## config.mk

```make
export PLATFORM = sky130hd
export DESIGN_NAME = vram_scanout
export DESIGN_NICKNAME = d
export VERILOG_FILES = /design/src/rtl/video_pkg.sv /design/src/rtl/video_timing.sv /design/src/rtl/vram_scanout.sv
export SDC_FILE = /design/constraint.sdc
export NUM_CORES = 1
export LEC_CHECK = 0
export BUFFER_PORTS_ARGS = -buffer_cell sky130_fd_sc_hd__buf_2
export CAP_MARGIN = 5
export CORE_MARGIN = 4
export CORE_UTILIZATION = 45
export CTS_CLUSTER_DIAMETER = 200
export DETAILED_ROUTE_END_ITERATION = 8
export GPL_TIMING_DRIVEN = 0
export PLACE_DENSITY = 0.62
export RECOVER_POWER = 50
export SETUP_SLACK_MARGIN = 0.3
export SLEW_MARGIN = 20
export SYNTH_ARGS = -nofsm -noshare
export SYNTH_HDL_FRONTEND = slang
export SYNTH_SLANG_ARGS = --single-unit
```

## constraint.sdc

```tcl
create_clock -name clk -period 3.9 [get_ports clk]
set_input_delay 0.78 -clock clk [delete_from_list [all_inputs] [get_ports clk]]
set_output_delay 0.78 -clock clk [all_outputs]
set_load 0.02 [all_outputs]
```

## src/rtl/video_pkg.sv

```systemverilog
// Shared raster timing defaults, VRAM geometry, colour types and pipeline flags.
// Constants only: no latency.
// No flow control: the video path free-runs at one pixel per clock.
package video_pkg;

    // Default 640x480 VGA raster timing.
    localparam int DEF_H_ACTIVE = 640;
    localparam int DEF_H_FP     = 16;
    localparam int DEF_H_SYNC   = 96;
    localparam int DEF_H_BP     = 48;
    localparam int DEF_V_ACTIVE = 480;
    localparam int DEF_V_FP     = 10;
    localparam int DEF_V_SYNC   = 2;
    localparam int DEF_V_BP     = 33;

    localparam int DEF_H_TOTAL  = DEF_H_ACTIVE + DEF_H_FP + DEF_H_SYNC + DEF_H_BP;
    localparam int DEF_V_TOTAL  = DEF_V_ACTIVE + DEF_V_FP + DEF_V_SYNC + DEF_V_BP;

    // Default placement of the upscaled VRAM image.
    localparam int DEF_SCALE    = 4;
    localparam int DEF_X_OFFSET = 64;
    localparam int DEF_Y_OFFSET = 112;

    // VRAM geometry.
    localparam int VRAM_W = 128;
    localparam int VRAM_H = 64;
    localparam int PIX_W  = 2;
    localparam int HPOS_W = $clog2(VRAM_W);
    localparam int VPOS_W = $clog2(VRAM_H);

    localparam int RGB_W  = 12;

    typedef logic [RGB_W-1:0] rgb_t;
    typedef logic [PIX_W-1:0] pix_t;

    localparam rgb_t DEF_BORDER = 12'h111;
    localparam rgb_t DEF_PAL0   = 12'h000;
    localparam rgb_t DEF_PAL1   = 12'h555;
    localparam rgb_t DEF_PAL2   = 12'hAAA;
    localparam rgb_t DEF_PAL3   = 12'hFFF;

    // Per-pixel control flags carried alongside the VRAM read.
    // Sync flags are active-high "asserted" so a cleared pipeline means idle sync.
    typedef struct packed {
        logic in_win;
        logic active;
        logic hsync_on;
        logic vsync_on;
        logic frame_start;
    } vid_flags_t;

    function automatic bit is_pow2(input int n);
        return (n > 0) && ((n & (n - 1)) == 0);
    endfunction

endpackage

```

## src/rtl/video_timing.sv

```systemverilog
// Raster counters plus combinational active/sync/frame-start flags for the current position.
// Latency: flags are combinational from the registered counters.
// No backpressure: counters advance every clock.
module video_timing
    import video_pkg::*;
#(
    parameter int H_ACTIVE = DEF_H_ACTIVE,
    parameter int H_FP     = DEF_H_FP,
    parameter int H_SYNC   = DEF_H_SYNC,
    parameter int H_BP     = DEF_H_BP,
    parameter int V_ACTIVE = DEF_V_ACTIVE,
    parameter int V_FP     = DEF_V_FP,
    parameter int V_SYNC   = DEF_V_SYNC,
    parameter int V_BP     = DEF_V_BP,
    localparam int H_TOTAL = H_ACTIVE + H_FP + H_SYNC + H_BP,
    localparam int V_TOTAL = V_ACTIVE + V_FP + V_SYNC + V_BP,
    localparam int HW      = $clog2(H_TOTAL),
    localparam int VW      = $clog2(V_TOTAL)
) (
    input  logic          clk,
    input  logic          reset,
    output logic [HW-1:0] hcount,
    output logic [VW-1:0] vcount,
    output logic          active,
    output logic          hsync_on,
    output logic          vsync_on,
    output logic          frame_start
);

    localparam logic [HW-1:0] H_LAST = HW'(H_TOTAL - 1);
    localparam logic [HW-1:0] H_ACT  = HW'(H_ACTIVE);
    localparam logic [HW-1:0] HS_LO  = HW'(H_ACTIVE + H_FP);
    localparam logic [HW-1:0] HS_HI  = HW'(H_ACTIVE + H_FP + H_SYNC);

    localparam logic [VW-1:0] V_LAST = VW'(V_TOTAL - 1);
    localparam logic [VW-1:0] V_ACT  = VW'(V_ACTIVE);
    localparam logic [VW-1:0] VS_LO  = VW'(V_ACTIVE + V_FP);
    localparam logic [VW-1:0] VS_HI  = VW'(V_ACTIVE + V_FP + V_SYNC);

    always_ff @(posedge clk) begin
        if (reset) begin
            hcount <= '0;
            vcount <= '0;
        end else if (hcount == H_LAST) begin
            hcount <= '0;
            vcount <= (vcount == V_LAST) ? '0 : vcount + 1'b1;
        end else begin
            hcount <= hcount + 1'b1;
        end
    end

    always_comb begin
        active      = (hcount < H_ACT) && (vcount < V_ACT);
        hsync_on    = (hcount >= HS_LO) && (hcount < HS_HI);
        vsync_on    = (vcount >= VS_LO) && (vcount < VS_HI);
        // First blanking line start: the CPU timers tick once per frame here.
        frame_start = (hcount == '0) && (vcount == V_ACT);
    end

endmodule

```

## src/rtl/vram_scanout.sv

```systemverilog
// Scans 128x64x2bpp VRAM, upscales by SCALE into a centred VGA window, palettes to RGB444.
// Latency: 2 clocks from raster counter to hsync/vsync/de/rgb/frame_tick, all aligned.
// No backpressure: free-running; VRAM read data must return one clock after the address.
module vram_scanout
    import video_pkg::*;
#(
    parameter int   H_ACTIVE = DEF_H_ACTIVE,
    parameter int   H_FP     = DEF_H_FP,
    parameter int   H_SYNC   = DEF_H_SYNC,
    parameter int   H_BP     = DEF_H_BP,
    parameter int   V_ACTIVE = DEF_V_ACTIVE,
    parameter int   V_FP     = DEF_V_FP,
    parameter int   V_SYNC   = DEF_V_SYNC,
    parameter int   V_BP     = DEF_V_BP,
    parameter int   SCALE    = DEF_SCALE,
    parameter int   X_OFFSET = DEF_X_OFFSET,
    parameter int   Y_OFFSET = DEF_Y_OFFSET,
    parameter rgb_t BORDER   = DEF_BORDER,
    parameter rgb_t PAL0     = DEF_PAL0,
    parameter rgb_t PAL1     = DEF_PAL1,
    parameter rgb_t PAL2     = DEF_PAL2,
    parameter rgb_t PAL3     = DEF_PAL3
) (
    input  logic              clk,
    input  logic              reset,
    output logic [HPOS_W-1:0] vram_rd_hpos,
    output logic [VPOS_W-1:0] vram_rd_vpos,
    input  logic [PIX_W-1:0]  vram_rd_pixel,
    output logic              hsync,
    output logic              vsync,
    output logic              de,
    output logic [RGB_W-1:0]  rgb,
    output logic              frame_tick
);

    localparam int H_TOTAL = H_ACTIVE + H_FP + H_SYNC + H_BP;
    localparam int V_TOTAL = V_ACTIVE + V_FP + V_SYNC + V_BP;
    localparam int HW      = $clog2(H_TOTAL);
    localparam int VW      = $clog2(V_TOTAL);
    localparam int SHIFT   = $clog2(SCALE);

    localparam logic [HW-1:0] X_LO = HW'(X_OFFSET);
    localparam logic [HW-1:0] X_HI = HW'(X_OFFSET + VRAM_W * SCALE);
    localparam logic [VW-1:0] Y_LO = VW'(Y_OFFSET);
    localparam logic [VW-1:0] Y_HI = VW'(Y_OFFSET + VRAM_H * SCALE);

    if (!is_pow2(SCALE)) begin : g_scale_check
        $error("vram_scanout: SCALE must be a power of two");
    end

    logic [HW-1:0] hcount;
    logic [VW-1:0] vcount;
    logic          active;
    logic          hsync_on;
    logic          vsync_on;
    logic          frame_start;

    video_timing #(
        .H_ACTIVE (H_ACTIVE),
        .H_FP     (H_FP),
        .H_SYNC   (H_SYNC),
        .H_BP     (H_BP),
        .V_ACTIVE (V_ACTIVE),
        .V_FP     (V_FP),
        .V_SYNC   (V_SYNC),
        .V_BP     (V_BP)
    ) u_timing (
        .clk         (clk),
        .reset       (reset),
        .hcount      (hcount),
        .vcount      (vcount),
        .active      (active),
        .hsync_on    (hsync_on),
        .vsync_on    (vsync_on),
        .frame_start (frame_start)
    );

    // ------------------------------------------------------------------
    // Stage 0: window test and VRAM address from the raster position
    // ------------------------------------------------------------------
    logic              in_win;
    logic [HW-1:0]     hrel;
    logic [VW-1:0]     vrel;
    logic [HPOS_W-1:0] hpos_nxt;
    logic [VPOS_W-1:0] vpos_nxt;
    vid_flags_t        s0_flags;
    vid_flags_t        s1_flags;

    always_comb begin
        in_win   = (hcount >= X_LO) && (hcount < X_HI) &&
                   (vcount >= Y_LO) && (vcount < Y_HI);
        hrel     = hcount - X_LO;
        vrel     = vcount - Y_LO;
        // SCALE is a power of two, so the downscale is a plain shift.
        hpos_nxt = '0;
        vpos_nxt = '0;
        if (in_win) begin
            hpos_nxt = HPOS_W'(hrel >> SHIFT);
            vpos_nxt = VPOS_W'(vrel >> SHIFT);
        end

        s0_flags             = '0;
        s0_flags.in_win      = in_win;
        s0_flags.active      = active;
        s0_flags.hsync_on    = hsync_on;
        s0_flags.vsync_on    = vsync_on;
        s0_flags.frame_start = frame_start;
    end

    always_ff @(posedge clk) begin
        if (reset) begin
            vram_rd_hpos <= '0;
            vram_rd_vpos <= '0;
            s1_flags     <= '0;
        end else begin
            vram_rd_hpos <= hpos_nxt;
            vram_rd_vpos <= vpos_nxt;
            s1_flags     <= s0_flags;
        end
    end

    // ------------------------------------------------------------------
    // Stage 1: VRAM pixel is back; palette and border select
    // ------------------------------------------------------------------
    rgb_t pal_rgb;
    rgb_t rgb_nxt;

    always_comb begin
        pal_rgb = PAL0;
        case (vram_rd_pixel)
            2'd0:    pal_rgb = PAL0;
            2'd1:    pal_rgb = PAL1;
            2'd2:    pal_rgb = PAL2;
            default: pal_rgb = PAL3;
        endcase

        rgb_nxt = '0;
        if (s1_flags.in_win) begin
            rgb_nxt = pal_rgb;
        end else if (s1_flags.active) begin
            rgb_nxt = BORDER;
        end
    end

    // ------------------------------------------------------------------
    // Stage 2: registered pins
    // ------------------------------------------------------------------
    always_ff @(posedge clk) begin
        if (reset) begin
            hsync      <= 1'b1;
            vsync      <= 1'b1;
            de         <= 1'b0;
            rgb        <= '0;
            frame_tick <= 1'b0;
        end else begin
            hsync      <= ~s1_flags.hsync_on;
            vsync      <= ~s1_flags.vsync_on;
            de         <= s1_flags.active;
            rgb        <= rgb_nxt;
            frame_tick <= s1_flags.frame_start;
        end
    end

endmodule

```

==> run summary <==
Slowest Stage Delay on Critical Path -> 370 ps
Synth Cell Area -> 2050 um2
cell count after synthesis -> 214
CTS Root Buffer Type -> clkbuf_8
leak pwr -> 0.917 nW
setup_tns -> 0 ps
Die ar. -> 5710 um2
first-pass GRT wire length -> 6.05 mm
most common cell after layout, fill and taps aside -> dfxtp_1
register share of total power -> 0.609
DP Area -> 2280 um2
placed wire-length estimate -> 2.70 mm
RD Place Congestion -> 0.789
Critical Path AT -> 2080 ps
uppermost routed layer -> met4
Met1 Wirelength -> 1.84 mm
Ys Warns -> 0
die outline height -> 75.5 um
Final period util -> 0.474
Fillers -> 437
utilization after layout -> 0.529
Top FF cell, synth -> dfxtp_1
largest area contributor in the netlist -> dfxtp_1
Inserted Diodes -> 0
Internal Power -> 0.599 mW
CTS Hold Bufs -> 0
Core Box Area -> 4380 um2
DRT iter0 DRCs -> 49
Top-Level Pins -> 33
post-synth cell types -> 38
number of flops mapped to enable cells by yosys -> 0
CP Capture Type -> flip-flop
# port buffers -> 32
worst hold slack -> 379 ps
sw frac -> 0.218
crit path launch type -> flip-flop
CP Buf/Inv Count -> 1
multi-input logic area -> 935 um2
Switch Pwr -> 0.167 mW
total count of hold-check failures in the final report -> 0
worst slew pin tran -> 442 ps
clock power share -> 0.354
GRT overflow -> 0
Final Skew -> 5.03 ps
leading cell types in the layout, fill and taps excluded -> dfxtp_1 (45), nor2_1 (27), clkbuf_1 (26)
crit-path max FO -> 7
total setup buffers inserted after CTS -> 0
Initial Util -> 0.468
peak supply drop -> 136 uV
Slew HR -> 0.705
Slew Viols, Final -> 0
Global Route Usage Sum -> 0.140
post-route antenna net violation count -> 0
Post-synth ARST share -> 0
clk buf depth -> 2
post-cts resize count -> 0
Max Cap Viol -> 0
Total Routed Length -> 3.74 mm
flop2flop setup slack -> 2050 ps
pwr dens -> 330 nW/um2
register area -> 901 um2
via count -> 1,472
design area -> 2320 um2
die width -> 75.5 um
Synth Net Count -> 229
vias per cell -> 4.81
kind of critical path -> reg -> reg
syn avg cell area -> 9.59 um2
fmax -> 541 MHz
Area Growth Syn to Fin -> 12.9%
Clock transition at path regs -> 80 ps
sequential-to-total area share from yosys stat -> 0.439
row count -> 24
top cell type's share of synthesized area -> 0.439
initial antenna violation count -> 0
status -> finished clean
fin crit period -> 1850 ps
Hold Crit Class -> reg -> reg
combinational share of power -> 0.037
wire per inst -> 12.2 um
synth top area cells -> dfxtp_1 (44%), ha_1 (6.7%), xnor2_1 (6.0%)
met3 WL post-DR -> 261 um
total CTS buffers -> 5
clock tree sinks -> 45
Skew-Pair Late Insertion Delay -> 290 ps
Initial DRT Pass Iterations -> 4
CTS tree -> done
Yosys reg bits -> 45
share of layout cells above drive strength 1 -> 0.157
CTS H-Tree Depth -> 2
number of remaining DRC errors -> 0
Critical Path RT -> 4130 ps
Setup-failing EPs final -> 0
RSZ-0062 raised after global routing -> no
fin nets -> 268
vias in the first global route -> 1,329
largest net degree at the start of global routing -> 14
met2 WL post-DR -> 1.58 mm
critical-path cell list -> inv_1 -> ha_1 -> nand4b_4 -> nor4_4 -> or3b_1 -> a21oi_1
slowest CP cell -> or3b_1
CP top delay family -> simple AND/OR/NAND/NOR gates
sequential cells by signal, indices dropped and copies added, names as in the netlist:
name	count
de	1
frame_tick	1
hsync	1
rgb	3
s1_flags	5
u_timing.hcount	10
u_timing.vcount	10
vram_rd_hpos	7
vram_rd_vpos	6
vsync	1
cell families after synthesis:
group | count (synthesis) | synth area share
buffers and inverters | 32 | 0.102
xor gates and xnor gates | 18 | 0.0768
adders and majority gates | 11 | 0.0670
AOI/OAI and AO/OA | 14 | 0.0445
DFF | 45 | 0.439
and+or+nand+nor | 94 | 0.271
final timing paths:
kind,from,to,cells after the start
setup / recovery,u_timing.hcount[6],u_timing.vcount[9],6
hold / removal,s1_flags[2],hsync,1
setup reg to reg,u_timing.hcount[6],u_timing.vcount[9],6
hold reg to reg,s1_flags[2],hsync,1
power by group through the flow:
stage | sequential [mW] | combinational [mW] | clock, mW
finish | 0.466 | 0.0282 | 0.271
global route | 0.467 | 0.0312 | 0.302
CTS | 0.466 | 0.0301 | 0.279
detailed placement | 0.477 | 0.0300 | 0
global placement | 0.477 | 0.0299 | 0
floorplan | 0.478 | 0.0201 | 0
worst register-to-register path, stage by stage (launching register included):
cell      delay [ps]
dfxtp_1          360
inv_1            140
ha_1             280
nand4b_4         190
nor4_4           310
or3b_1           370
a21oi_1          140
cell type report:
cell class,instances,share of cell area
tap,52,0.0281
multi-input combinational,137,0.403
clock buffer,6,0.0313
sequential,45,0.389
buffer,19,0.0664
inverter,13,0.0211
clock inverter,2,0.00432
timing repair buffer,32,0.0567
Yosys cell counts (2+ instances only):
library cell and n:
a21oi_1 7, and2_1 7, and4b_1 3, buf_4 11
buf_6 5, dfxtp_1 45, ha_1 11, inv_1 12
nand2_1 11, nand2b_1 5, nand3_1 14, nand4_1 3
nand4b_1 2, nor2_1 27, nor2b_1 2, nor3_1 4
nor3b_1 3, nor4_1 5, o21ai_0 2, xnor2_1 14
xor2_1 4
per-layer routing:
layer,track usage,vias to the layer above
met2,0.210,41
met5,0,-
met1,0.190,646
li1,-,780
met3,0.0409,5
met4,0.0524,0
stage by stage:
| step | setup slack (ps) | cells | power [mW] |
|---|---|---|---|
| detailed placement | 2080 | 298 | 0.507 |
| CTS | 2050 | 306 | 0.776 |
| global route | 1870 | 306 | 0.800 |
| global placement | 2070 | 298 | 0.507 |
| finish | 2050 | 306 | 0.765 |
| floorplan | 2220 | 214 | 0.498 |
Power figures use the tool's default switching activity.
